<file path="src/rtl/neuron_pkg.sv">
// neuron_pkg: shared types, default widths and saturation-bound helpers for
// the neuron datapath (MAC stage now, bias adder later).
//   mac_state_t      : MAC controller states
//   IN_W_DEF/ACC_W_DEF/PROD_W_DEF : default operand, accumulator, product widths
//   sat_max/sat_min  : largest/smallest value of a signed field of given width
package neuron_pkg;

  typedef enum logic [1:0] {
    IDLE  = 2'd0,
    ACCUM = 2'd1,
    DRAIN = 2'd2,
    DONE  = 2'd3
  } mac_state_t;

  localparam int IN_W_DEF   = 8;
  localparam int ACC_W_DEF  = 16;
  localparam int PROD_W_DEF = 2 * IN_W_DEF;

  function automatic longint sat_max(input int width);
    return (longint'(1) <<< (width - 1)) - longint'(1);
  endfunction

  function automatic longint sat_min(input int width);
    return -(longint'(1) <<< (width - 1));
  endfunction

endpackage

</file>
<file path="src/rtl/neuron_mac_if.sv">
// neuron_mac_if: pair-stream and result bus of the MAC stage.
//   start, x_valid, x_data, w_data : driven by the producer (master)
//   x_ready, acc_out, acc_valid, busy, overflow : driven by the MAC (slave)
interface neuron_mac_if
  import neuron_pkg::*;
#(
  parameter int IN_W  = IN_W_DEF,
  parameter int ACC_W = ACC_W_DEF
);
  logic                    start;
  logic                    x_valid;
  logic                    x_ready;
  logic signed [IN_W-1:0]  x_data;
  logic signed [IN_W-1:0]  w_data;
  logic signed [ACC_W-1:0] acc_out;
  logic                    acc_valid;
  logic                    busy;
  logic                    overflow;

  modport master (
    output start, x_valid, x_data, w_data,
    input  x_ready, acc_out, acc_valid, busy, overflow
  );

  modport slave (
    input  start, x_valid, x_data, w_data,
    output x_ready, acc_out, acc_valid, busy, overflow
  );
endinterface

</file>
<file path="src/rtl/neuron_sat_add.sv">
// neuron_sat_add: combinational saturating add of a signed accumulator and a
// signed addend (product or bias).
//   acc_i  : ACC_W signed running value
//   prod_i : PROD_W signed addend
//   sum_o  : ACC_W signed result, clamped to the ACC_W range
//   sat_o  : high when the clamp was applied
module neuron_sat_add
  import neuron_pkg::*;
#(
  parameter int ACC_W  = ACC_W_DEF,
  parameter int PROD_W = PROD_W_DEF
) (
  input  logic signed [ACC_W-1:0]  acc_i,
  input  logic signed [PROD_W-1:0] prod_i,
  output logic signed [ACC_W-1:0]  sum_o,
  output logic                     sat_o
);
  // One guard bit above the wider operand, so the true sum never wraps.
  localparam int SUM_W = ((ACC_W > PROD_W) ? ACC_W : PROD_W) + 1;
  localparam logic signed [SUM_W-1:0] MAX_V = SUM_W'(sat_max(ACC_W));
  localparam logic signed [SUM_W-1:0] MIN_V = SUM_W'(sat_min(ACC_W));

  logic signed [SUM_W-1:0] sum_w;

  always_comb begin
    sum_w = SUM_W'(acc_i) + SUM_W'(prod_i);
    sum_o = sum_w[ACC_W-1:0];
    sat_o = 1'b0;
    if (sum_w > MAX_V) begin
      sum_o = MAX_V[ACC_W-1:0];
      sat_o = 1'b1;
    end else if (sum_w < MIN_V) begin
      sum_o = MIN_V[ACC_W-1:0];
      sat_o = 1'b1;
    end
  end
endmodule

</file>
<file path="src/rtl/neuron_mac.sv">
// neuron_mac: sequential multiply-accumulate feeding the neuron bias adder.
//   clk, rst_n : rising-edge clock, asynchronous active-low reset
//   bus        : neuron_mac_if slave -- start, x/w pair stream (valid/ready),
//                acc_out, acc_valid pulse, busy, sticky overflow
// Stage 1 registers the full-width product of each accepted pair; stage 2
// folds the registered product into the saturating accumulator on the next
// edge, whatever the state. DRAIN exists so the last product lands before
// DONE presents the result.
module neuron_mac
  import neuron_pkg::*;
#(
  parameter int N_INPUTS = 4,
  parameter int IN_W     = IN_W_DEF,
  parameter int ACC_W    = ACC_W_DEF
) (
  input logic         clk,
  input logic         rst_n,
  neuron_mac_if.slave bus
);
  localparam int PROD_W = 2 * IN_W;
  localparam int CNT_W  = $clog2(N_INPUTS + 1);
  localparam logic [CNT_W-1:0] LAST_CNT = CNT_W'(N_INPUTS - 1);

  mac_state_t               state_q, state_d;
  logic signed [ACC_W-1:0]  acc_q, acc_d;
  logic signed [PROD_W-1:0] prod_q, prod_d;
  logic                     prod_v_q, prod_v_d;
  logic [CNT_W-1:0]         cnt_q, cnt_d;
  logic                     ovf_q, ovf_d;

  logic signed [ACC_W-1:0]  sum_sat;
  logic                     sum_clamped;
  logic                     accept;

  neuron_sat_add #(
    .ACC_W (ACC_W),
    .PROD_W(PROD_W)
  ) u_sat_add (
    .acc_i (acc_q),
    .prod_i(prod_q),
    .sum_o (sum_sat),
    .sat_o (sum_clamped)
  );

  assign accept = (state_q == ACCUM) && bus.x_valid;

  always_comb begin
    state_d  = state_q;
    acc_d    = acc_q;
    prod_d   = prod_q;
    prod_v_d = 1'b0;
    cnt_d    = cnt_q;
    ovf_d    = ovf_q;

    if (prod_v_q) begin
      acc_d = sum_sat;
      if (sum_clamped) ovf_d = 1'b1;
    end

    case (state_q)
      IDLE: begin
        // prod_v is always 0 here, so clearing cannot drop a product.
        if (bus.start) begin
          acc_d   = '0;
          cnt_d   = '0;
          ovf_d   = 1'b0;
          state_d = ACCUM;
        end
      end
      ACCUM: begin
        if (accept) begin
          prod_d   = PROD_W'(bus.x_data) * PROD_W'(bus.w_data);
          prod_v_d = 1'b1;
          cnt_d    = cnt_q + CNT_W'(1);
          if (cnt_q == LAST_CNT) state_d = DRAIN;
        end
      end
      DRAIN:   state_d = DONE;
      DONE:    state_d = IDLE;
      default: state_d = IDLE;
    endcase
  end

  always_ff @(posedge clk or negedge rst_n) begin
    if (!rst_n) begin
      state_q  <= IDLE;
      acc_q    <= '0;
      prod_q   <= '0;
      prod_v_q <= 1'b0;
      cnt_q    <= '0;
      ovf_q    <= 1'b0;
    end else begin
      state_q  <= state_d;
      acc_q    <= acc_d;
      prod_q   <= prod_d;
      prod_v_q <= prod_v_d;
      cnt_q    <= cnt_d;
      ovf_q    <= ovf_d;
    end
  end

  assign bus.x_ready   = (state_q == ACCUM);
  assign bus.busy      = (state_q != IDLE);
  assign bus.acc_valid = (state_q == DONE);
  assign bus.acc_out   = acc_q;
  assign bus.overflow  = ovf_q;
endmodule

</file>
<file path="src/flat_wrapper.sv">
// flat-port wrapper written by rule: the top's interface ports become plain ports
module neuron_mac_flat import neuron_pkg::*;
#(
  parameter int N_INPUTS = 4,
  parameter int IN_W     = IN_W_DEF,
  parameter int ACC_W    = ACC_W_DEF
)
  (clk, rst_n, bus_start, bus_x_valid, bus_x_data, bus_w_data, bus_x_ready, bus_acc_out, bus_acc_valid, bus_busy, bus_overflow);
  neuron_mac_if #(.IN_W(IN_W), .ACC_W(ACC_W)) bus_i ();
  input logic clk;
  input logic rst_n;
  input wire logic [$bits(bus_i.start)-1:0] bus_start;
  input wire logic [$bits(bus_i.x_valid)-1:0] bus_x_valid;
  input wire logic [$bits(bus_i.x_data)-1:0] bus_x_data;
  input wire logic [$bits(bus_i.w_data)-1:0] bus_w_data;
  output wire logic [$bits(bus_i.x_ready)-1:0] bus_x_ready;
  output wire logic [$bits(bus_i.acc_out)-1:0] bus_acc_out;
  output wire logic [$bits(bus_i.acc_valid)-1:0] bus_acc_valid;
  output wire logic [$bits(bus_i.busy)-1:0] bus_busy;
  output wire logic [$bits(bus_i.overflow)-1:0] bus_overflow;
  assign bus_i.start = bus_start;
  assign bus_i.x_valid = bus_x_valid;
  assign bus_i.x_data = bus_x_data;
  assign bus_i.w_data = bus_w_data;
  assign bus_x_ready = bus_i.x_ready;
  assign bus_acc_out = bus_i.acc_out;
  assign bus_acc_valid = bus_i.acc_valid;
  assign bus_busy = bus_i.busy;
  assign bus_overflow = bus_i.overflow;
  neuron_mac #(.N_INPUTS(N_INPUTS), .IN_W(IN_W), .ACC_W(ACC_W)) u_core (.clk(clk), .rst_n(rst_n), .bus(bus_i));
endmodule
</file>
<file path="config.mk">
export PLATFORM = sky130hd
export DESIGN_NAME = neuron_mac_flat
export DESIGN_NICKNAME = d
export VERILOG_FILES = /design/src/rtl/neuron_pkg.sv /design/src/rtl/neuron_mac_if.sv /design/src/rtl/neuron_sat_add.sv /design/src/rtl/neuron_mac.sv /design/src/flat_wrapper.sv
export SDC_FILE = /design/constraint.sdc
export NUM_CORES = 1
export LEC_CHECK = 0
export CAP_MARGIN = 20
export CORE_MARGIN = 5
export CORE_UTILIZATION = 39
export DETAILED_ROUTE_END_ITERATION = 12
export SYNTH_ARGS = -nofsm -noshare
export SYNTH_HDL_FRONTEND = slang
export SYNTH_SLANG_ARGS = --single-unit
</file>
<file path="constraint.sdc">
create_clock -name clk -period 2.6 [get_ports clk]
set_input_delay 0.26 -clock clk [delete_from_list [all_inputs] [get_ports clk]]
set_output_delay 0.26 -clock clk [all_outputs]
set_load 0.03 [all_outputs]
</file>
# Word-level counts from Yosys, hierarchy flattened
# Index checks and enable logic that the tools add are counted.
# W data, S select, Z words.
# totals
register_bits	39
latch_bits	0
mem_bits_rw	0
rom_bits	0
input_bits	20
out_inout_bits	20
elab_cells	45
memories	0
# classes
add_sub_neg	2
n_mul	1
n_div	0
order_cmp	2
eq_ne	7
shift	0
n_mux	20
n_bitwise	0
reduce_logical	7
# ops
operator	n
$mux W16	5
$add A16 B16 Y17	1
$gt A17 B16 Y1 const B	1
$lt A17 B16 Y1 const B	1
$mul A8 B8 Y16	1
$mux W1	8
$pmux W2 S4	1
$mux W2	3
$mux W3	2
$pmux W3 S2	1
$reduce_and A3 Y1	2
$eq A2 B2 Y1 const B	2
$ne A2 B1 Y1 const B	2
$reduce_bool A2 Y1	2
$add A3 B1 Y3 const B	1
$eq A3 B2 Y1 const B	1
$eq A2 B1 Y1 const B	1
$logic_not A2 Y1	1
$ne A2 B2 Y1 const B	1
$reduce_and A2 Y1	1
$logic_and A1 B1 Y1	1

# Depth between registers and ports, before layout
# Gate-level depths: netlist of run 1.
# depth
depth_word	8
mapped_depth	18
mapped_depth_nobuf	18

# Cells and area by module
# From an unflattened synthesis of run 1, not the netlist that was laid out.
# hier_totals
cells_unflattened	551
area_unflattened_um2	5147.4
# by_module_without_submodules
module	instances	cells_each	area_each_um2	seq_area_each_um2
neuron_mac	1	426	4137.7	975.9
neuron_sat_add	1	125	1009.7	0.0

# Least setup slack after synthesis of run 1
# No wires, ideal clock.
# synth_path
path_kind	input port to flip-flop
startpoint	input bus_x_data[0]
endpoint	register u_core.prod_q[15]
setup_time_ps	134
t_arrival_ps	4303
t_required_ps	2466
path_slack_ps	-1837
stages	17
path_buffers	0
path_cell_list	nand2b_1 -> fa_1 -> fa_1 -> inv_1 -> fa_1 -> inv_1 -> fa_1 -> inv_1 -> ha_1 -> nand2_1 -> o21ai_0 -> or4_1 -> a311oi_1 -> o21bai_1 -> a21oi_1 -> xnor2_1 -> o21ai_0
# synth_via
elab_chain_len	1
# synth_rtl
item	line_no	source
start: declaration	flat_wrapper.sv:14	input wire logic [$bits(bus_i.x_data)-1:0] bus_x_data;
$mul A8 B8 Y16	neuron_mac.sv:72	prod_d = PROD_W'(bus.x_data) * PROD_W'(bus.w_data);
end signal: assignment	neuron_mac.sv:95	prod_q <= prod_d;
end: declaration	neuron_mac.sv:26	logic signed [PROD_W-1:0] prod_q, prod_d;
# Every way passes these cells.
# A chain may end at the register's enable or synchronous reset.

# Final worst setup path of run 1
# layout_path
startpoint	input bus_w_data[7]
endpoint	register u_core.prod_q[15]
# layout_via
elab_chain_len	1
# layout_rtl
item	line_no	source
start: declaration	flat_wrapper.sv:15	input wire logic [$bits(bus_i.w_data)-1:0] bus_w_data;
$mul A8 B8 Y16	neuron_mac.sv:72	
# Every way passes these cells.

==> run metrics, run 1 <==
Mean Syn Cell Area slightly above 9 um^2; largest net degree at the start of global routing 40; register area share after synthesis 20.1%; Cell Pwr Density 1170 nW/um^2; VDD IR max approximately 0.39 mV; Comb power frac 77.6%; asr flop ratio synth 100%; post-layout util 54.9%; area fraction of the dominant cell type after synthesis a little under a quarter; Switching Power 3.45 mW; Slowest-stage cell, CP fa_1; CTS tree built; CTS buffer count 5; synth cell count leaders inv_1 (90), fa_1 (56), ha_1 (51), nand2_1 (51), dfrtp_1 (39); switch share 44.5%; Final WS setup -1.49 ns; Ports 40; cts hold-fix bufs 0; final std cells w/o fill 818; gpl congestion 0.887; failing checks setup timing; Synth Cell Area between 4000 and 5000 um^2; Synth Warn # 0; fmax roughly 0.24 GHz; CP Launch Type primary input; critical path data required time 2.76 ns; top cells by area, synth fa_1 (23%), dfrtp_1 (20%), ha_1 (13%); pre-CTS WS -2.37 ns; Mapped Nets 651; FF-to-FF setup slack -0.11 ns; Gate Count Post-Synth 524; Starting Density roughly 40%; dpl cells 793; Die Ht 121 um; Critical Path Fanout Max 4; CTS sink cnt 39; ys flop type dfrtp_1; fin crit share 157%; reg2reg start u_core.bus.acc_out[0]; design area 6640 um^2; CP Class primary input to flip-flop; RSZ-0062 raised after global routing true; Post-synth EDFFs 0; net count reported at finish 776; Final Hold Violating Endpoints 0; CP Capture Type flip-flop; vias per cell about 4.8; Clk pwr share 7.7%; leakage power 3.17 nW; clock-pin slew on the worst setup and hold paths 0.06 ns; Residual DRC 0; Internal 4.30 mW; share of layout cells above drive strength 1 30.3%; GRT Overall Usage 15.3%; Worst EP arrival about 4.3 ns; Layout fillers 1,097; Top cell by count, worst path fa_1; clock skew 0.00586 ns; site row count 40; die area 14,700 um^2; library cells used by synthesis 51; setup violators final 24; initial antenna violation count 0; Hold Path Class primary input to async pin; Slew headroom 42.4%; Period minus WS final 4.09 ns; count leader, synth inv_1; CTS H-tree depth 2; grt total ovfl 0; die width 121 um; core area about 12,000 um^2; Initial DRC Count 163; final slew viol count 0; area leader, netlist fa_1; # port buffers 39; sequential share of power 14.7%; Worst-Margin Slew ~0.86 ns; Antenna Violating Nets Remaining 0; TNS Setup -12.39 ns; vias in the first global route 4,120; max_cap viols 0; via count slightly below 4,000; Syn-to-layout area delta 37.2%; Worst Setup SP bus_w_data[7]; Root Buffer clkbuf_16; FF+latch count, synth 39; Largest stage delay, worst path 0.54 ns; # diodes 0; first-pass GRT wire length 18,800 um; CTS Buffer Depth 2; routed len/inst about 13 um; Reg2Reg Depth 12; outcome complete, but fails checks; crit-path cells buf_12 > buf_6 > fa_1 > inv_1 > fa_1 > inv_2 > fa_1 > inv_2 > fa_1 > inv_2 > ha_4 > nand2_2 > o21ai_2 > or4_4 > a311oi_4 > o21bai_1 > a21oi_2 > xnor2_1 > o21ai_1; RR Endpoint u_core.bus.acc_out[12]; HPWL Detailed just under 9000 um; placed cell areas around 6100 um^2; WL final 10,700 um; Pre-Repair DR Iteration Count 4; clock latency on the worst-skew pair about 0.28 ns
## sequential cells by signal, summed over array words and instances, names as in the netlist
signal               cells
u_core.state_q           2
u_core.bus.overflow      1
u_core.cnt_q             3
u_core.prod_v_q          1
u_core.bus.acc_out      16
u_core.prod_q           16
## worst max-delay path: cells and delay by family
kind / cells / cell delay, ns
AOI/OAI and AO/OA: 5 / 0.68
xor gates and xnor gates: 1 / 0.12
adders and majority gates: 5 / 2.30
buffers and inverters: 6 / 0.40
and+or+nand+nor: 2 / 0.51
## area by class of cell
class                   instances  area, um^2  share of cell area, %
inverters                      91         344                   5.18
flip-flops and latches         39         983                   14.8
multi-input cells             386        3840                   57.8
well taps                     168         210                   3.16
clock inverters                 3        20.0                  0.301
clock buffers                   5         125                   1.88
repair buffers                126        1120                   16.9
## power groups by stage
stage               registers, mW  clock network [mW]  logic (mW)
floorplan                    1.26                   0        3.51
global placement             1.14                   0        5.15
detailed placement           1.15                   0        5.25
CTS                          1.14               0.618        5.55
global route                 1.17               0.640        6.74
finish                       1.14               0.600        6.01
## placed cells by master, fill, tap and decap left out, types with 4 or more instances in the layout
cell              n
inv_1            78
buf_4            73
fa_1             52
nand2_1          48
ha_1             39
dfrtp_1          33
and2_1           24
clkdlybuf4s50_1  22
o21ai_0          21
buf_6            19
nor2_1           16
a21oi_1          14
a221o_1          14
xnor2_1          14
and2_4           12
inv_2            11
nand2b_1         10
ha_4             10
xor2_1            7
o21a_1            6
nand3_1           6
o21ai_1           6
clkbuf_16         6
buf_2             6
dfrtp_2           6
a21o_1            5
nor3_1            5
a21oi_2           5
and3_1            4
nor2b_1           4
fa_2              4
## per-stage QoR
stage,total power [mW],hold slack (ns)
floorplan,4.77,-0.0356
global placement,6.29,0.426
detailed placement,6.40,0.440
CTS,7.31,0.134
global route,8.55,0.168
finish,7.75,0.0870
## how the worst max path moves through the flow
stage	endpoint	slack, ns	cells past startpoint
final	u_core.prod_q[15]	-1.49	19
after detailed placement	u_core.prod_q[15]	-2.37	18
after global placement	u_core.prod_q[15]	-2.32	19
after CTS	u_core.prod_q[15]	-1.46	19
after floorplan	u_core.prod_q[15]	-1.65	18
after global routing	u_core.prod_q[15]	-1.64	19
## layer usage
metal | wire length (um) | GRT usage [%]
met1 | 5020 | 20.4
met2 | 5320 | 26.6
met3 | 312 | 1.72
met4 | 89 | 3.15
met5 | 0 | 0
## logic make-up after synthesis
logic type | after synthesis | share of synthesized area [%]
AO/OA/AOI/OAI | 100 | 14.6
XOR/XNOR | 24 | 4.34
adder cells (fa/ha/maj) | 108 | 36.5
buffers and inverters | 99 | 7.85
flip-flops | 39 | 20.1
multiplexers | 4 | 0.904
AND/OR/NAND/NOR | 150 | 15.6
## repair_timing
action | in CTS | in global routing
gates resized for setup | 123 | 26
cloned | 0 | 1
pin swaps | 44 | 15
setup endpoints to repair | 24 | 28
buffers inserted | 11 | 7
(Power assumes the default switching activity.)
==> inputs of run 2 (changes only) <==
--- a/config.mk
+++ b/config.mk
@@ -9,6 +9,7 @@
 export CORE_MARGIN = 5
 export CORE_UTILIZATION = 39
 export DETAILED_ROUTE_END_ITERATION = 12
+export SKIP_CTS_REPAIR_TIMING = 1
 export SYNTH_ARGS = -nofsm -noshare
 export SYNTH_HDL_FRONTEND = slang
 export SYNTH_SLANG_ARGS = --single-unit
==> run metrics, run 2 (synthesized netlist as in run 1, its figures left out) <==
CTS Buffer Depth 2 (unchanged); die width 121 um (unchanged); fmax 0.251 GHz (+2.5%); GRT Overall Usage 14.9% (-0.34 points); CTS sink cnt 39 (unchanged); die area 14,700 um^2 (unchanged); # port buffers 39 (unchanged); CTS H-tree depth 2 (unchanged); via count 3,965 (+0.63%); vias in the first global route 4,049 (-1.7%); Period minus WS final 3.99 ns (-0.100 ns); share of layout cells above drive strength 1 31.2% (+0.87 points); CTS tree built; CP delay by family, top adder cells; Final Hold Violating Endpoints 0 (unchanged); pre-CTS WS -2.37 ns (unchanged); FF-to-FF setup slack -0.15 ns (-0.04 ns); GR Util met2 25.4% (-1.2 points); commonest non-fill, non-tap cell in the layout inv_1; RR Endpoint u_core.bus.acc_out[12]; commonest non-fill, non-tap cells in the layout inv_1 (76), buf_4 (72), fa_1 (51), nand2_1 (47), ha_1 (37); Worst EP arrival 4.15 ns (-0.10 ns); Reg2Reg Depth 12 (unchanged); Root Buffer clkbuf_16; WL final 10,800 um (+0.61%); GRT busiest layer met2; core area 12,100 um^2 (unchanged); VDD IR max 0.372 mV (-4.5%); first-pass GRT wire length 18,400 um (-2.1%); outcome complete, but fails checks; Slew headroom 42.5% (about the same); Initial DRC Count 158 (-3.1%); CP Launch Type primary input; CP Capture Type flip-flop; setup violators final 24 (unchanged); Syn-to-layout area delta 36.9%; Die Ht 121 um (unchanged); met1 GRT Util 20.2% (-0.18 points); largest net degree at the start of global routing 40 (unchanged); fin crit share 153% (-3.9 points); Top cell by count, worst path fa_1; Antenna Violating Nets Remaining 0 (unchanged); Starting Density 40.0% (unchanged); gpl congestion 0.887 (unchanged); site row count 40 (unchanged); initial antenna violation count 0 (unchanged); final slew viol count 0 (unchanged); critical path data required time 2.76 ns (about the same); max_cap viols 0 (unchanged); Critical path buffers and inverters 4 (-2); Hold Path Class primary input to async pin; Largest stage delay, worst path 0.53 ns (about the same); Final WS setup -1.39 ns (+0.100 ns); CP Class primary input to flip-flop; RSZ-0062 raised after global routing true; Ports 40 (unchanged); vias per cell 4.86 (+0.88%); HPWL Detailed 8910 um (unchanged); Cell Pwr Density 1140 nW/um^2 (-2.0%); net count reported at finish 774 (-0.26%); failing checks setup timing; clock skew 0.00691 ns (+0.00105 ns); leakage power 3.16 nW (-0.34%); final hold slack 0.0825 ns (-0.00449 ns); clock-pin slew on the worst setup and hold paths 0.06 ns (about the same); reg2reg start u_core.bus.acc_out[0]; grt total ovfl 0 (unchanged); routed len/inst 13.2 um (+0.85%); crit-path cells clkbuf_2 > nand2b_4 > fa_1 > fa_1 > inv_2 > fa_1 > inv_1 > fa_1 > inv_2 > ha_4 > nand2_2 > o21ai_2 > or4_4 > a311oi_2 > o21bai_1 > a21oi_1 > xnor2_1 > o21ai_1; Slowest-stage cell, CP fa_1; Pre-Repair DR Iteration Count 4 (unchanged); Critical Path Fanout Max 3 (-1); met3 usage 1.82% (+0.093 points); Worst-Margin Slew 0.863 ns (-0.000323 ns); CTS buffer count 5 (unchanged); clock latency on the worst-skew pair 0.28 ns (about the same); Residual DRC 0 (unchanged); # diodes 0 (unchanged)
==> run 2: metal layers <==
layer	share of wire (%)	routed length [um]	up-vias
li1	-	-	1975
met2	49	5330	61
met3	2.7	297	12
met1	47	5040	1917
met4	1.3	142	0
met5	0	0	-
==> run 2: metrics by stage <==
| stage | total power [mW] | cell area, um^2 | std cells | util [%] | TNS, ns |
|---|---|---|---|---|---|
| CTS | 7.03 | 6230 | 801 | 51.5 | -18.10 |
| floorplan | 4.77 | 5000 | 524 | - | -10.49 |
| detailed placement | 6.40 | 6090 | 793 | 50.3 | -21.65 |
| global placement | 6.29 | 6090 | 793 | 50.3 | -20.71 |
| finish | 7.59 | 6630 | 816 | 54.7 | -12.34 |
| global route | 8.39 | 6630 | 816 | 54.7 | -15.79 |
==> run 2: report_power, final <==
| group | leakage [nW] | total, mW | internal, mW | switching (mW) |
|---|---|---|---|---|
| registers | 0.487 | 1.14 | 0.884 | 0.253 |
| clock network | 0.0658 | 0.603 | 0.353 | 0.249 |
| logic | 2.61 | 5.85 | 2.97 | 2.88 |
==> run 2: final cells by class <==
class	instances	area (um^2)
clock buffers	5	125
clock inverters	3	20.0
fillers	1108	5480
inverters	91	347
multi-input cells	386	3850
flip-flops and latches	39	983
well taps	168	210
repair buffers	124	1090
==> run 2: how the worst max path moves through the flow <==
stage / start / to / slack (ns) / cells after the start
6_report: bus_x_data[0] / u_core.prod_q[15] / -1.39 / 18
5_1_grt: bus_x_data[5] / u_core.prod_q[15] / -1.56 / 17
4_1_cts: bus_w_data[7] / u_core.prod_q[15] / -2.07 / 19
3_5_place_dp: bus_w_data[4] / u_core.prod_q[15] / -2.37 / 18
3_3_place_gp: bus_w_data[7] / u_core.prod_q[15] / -2.32 / 19
2_1_floorplan: bus_x_data[7] / u_core.prod_q[15] / -1.65 / 18
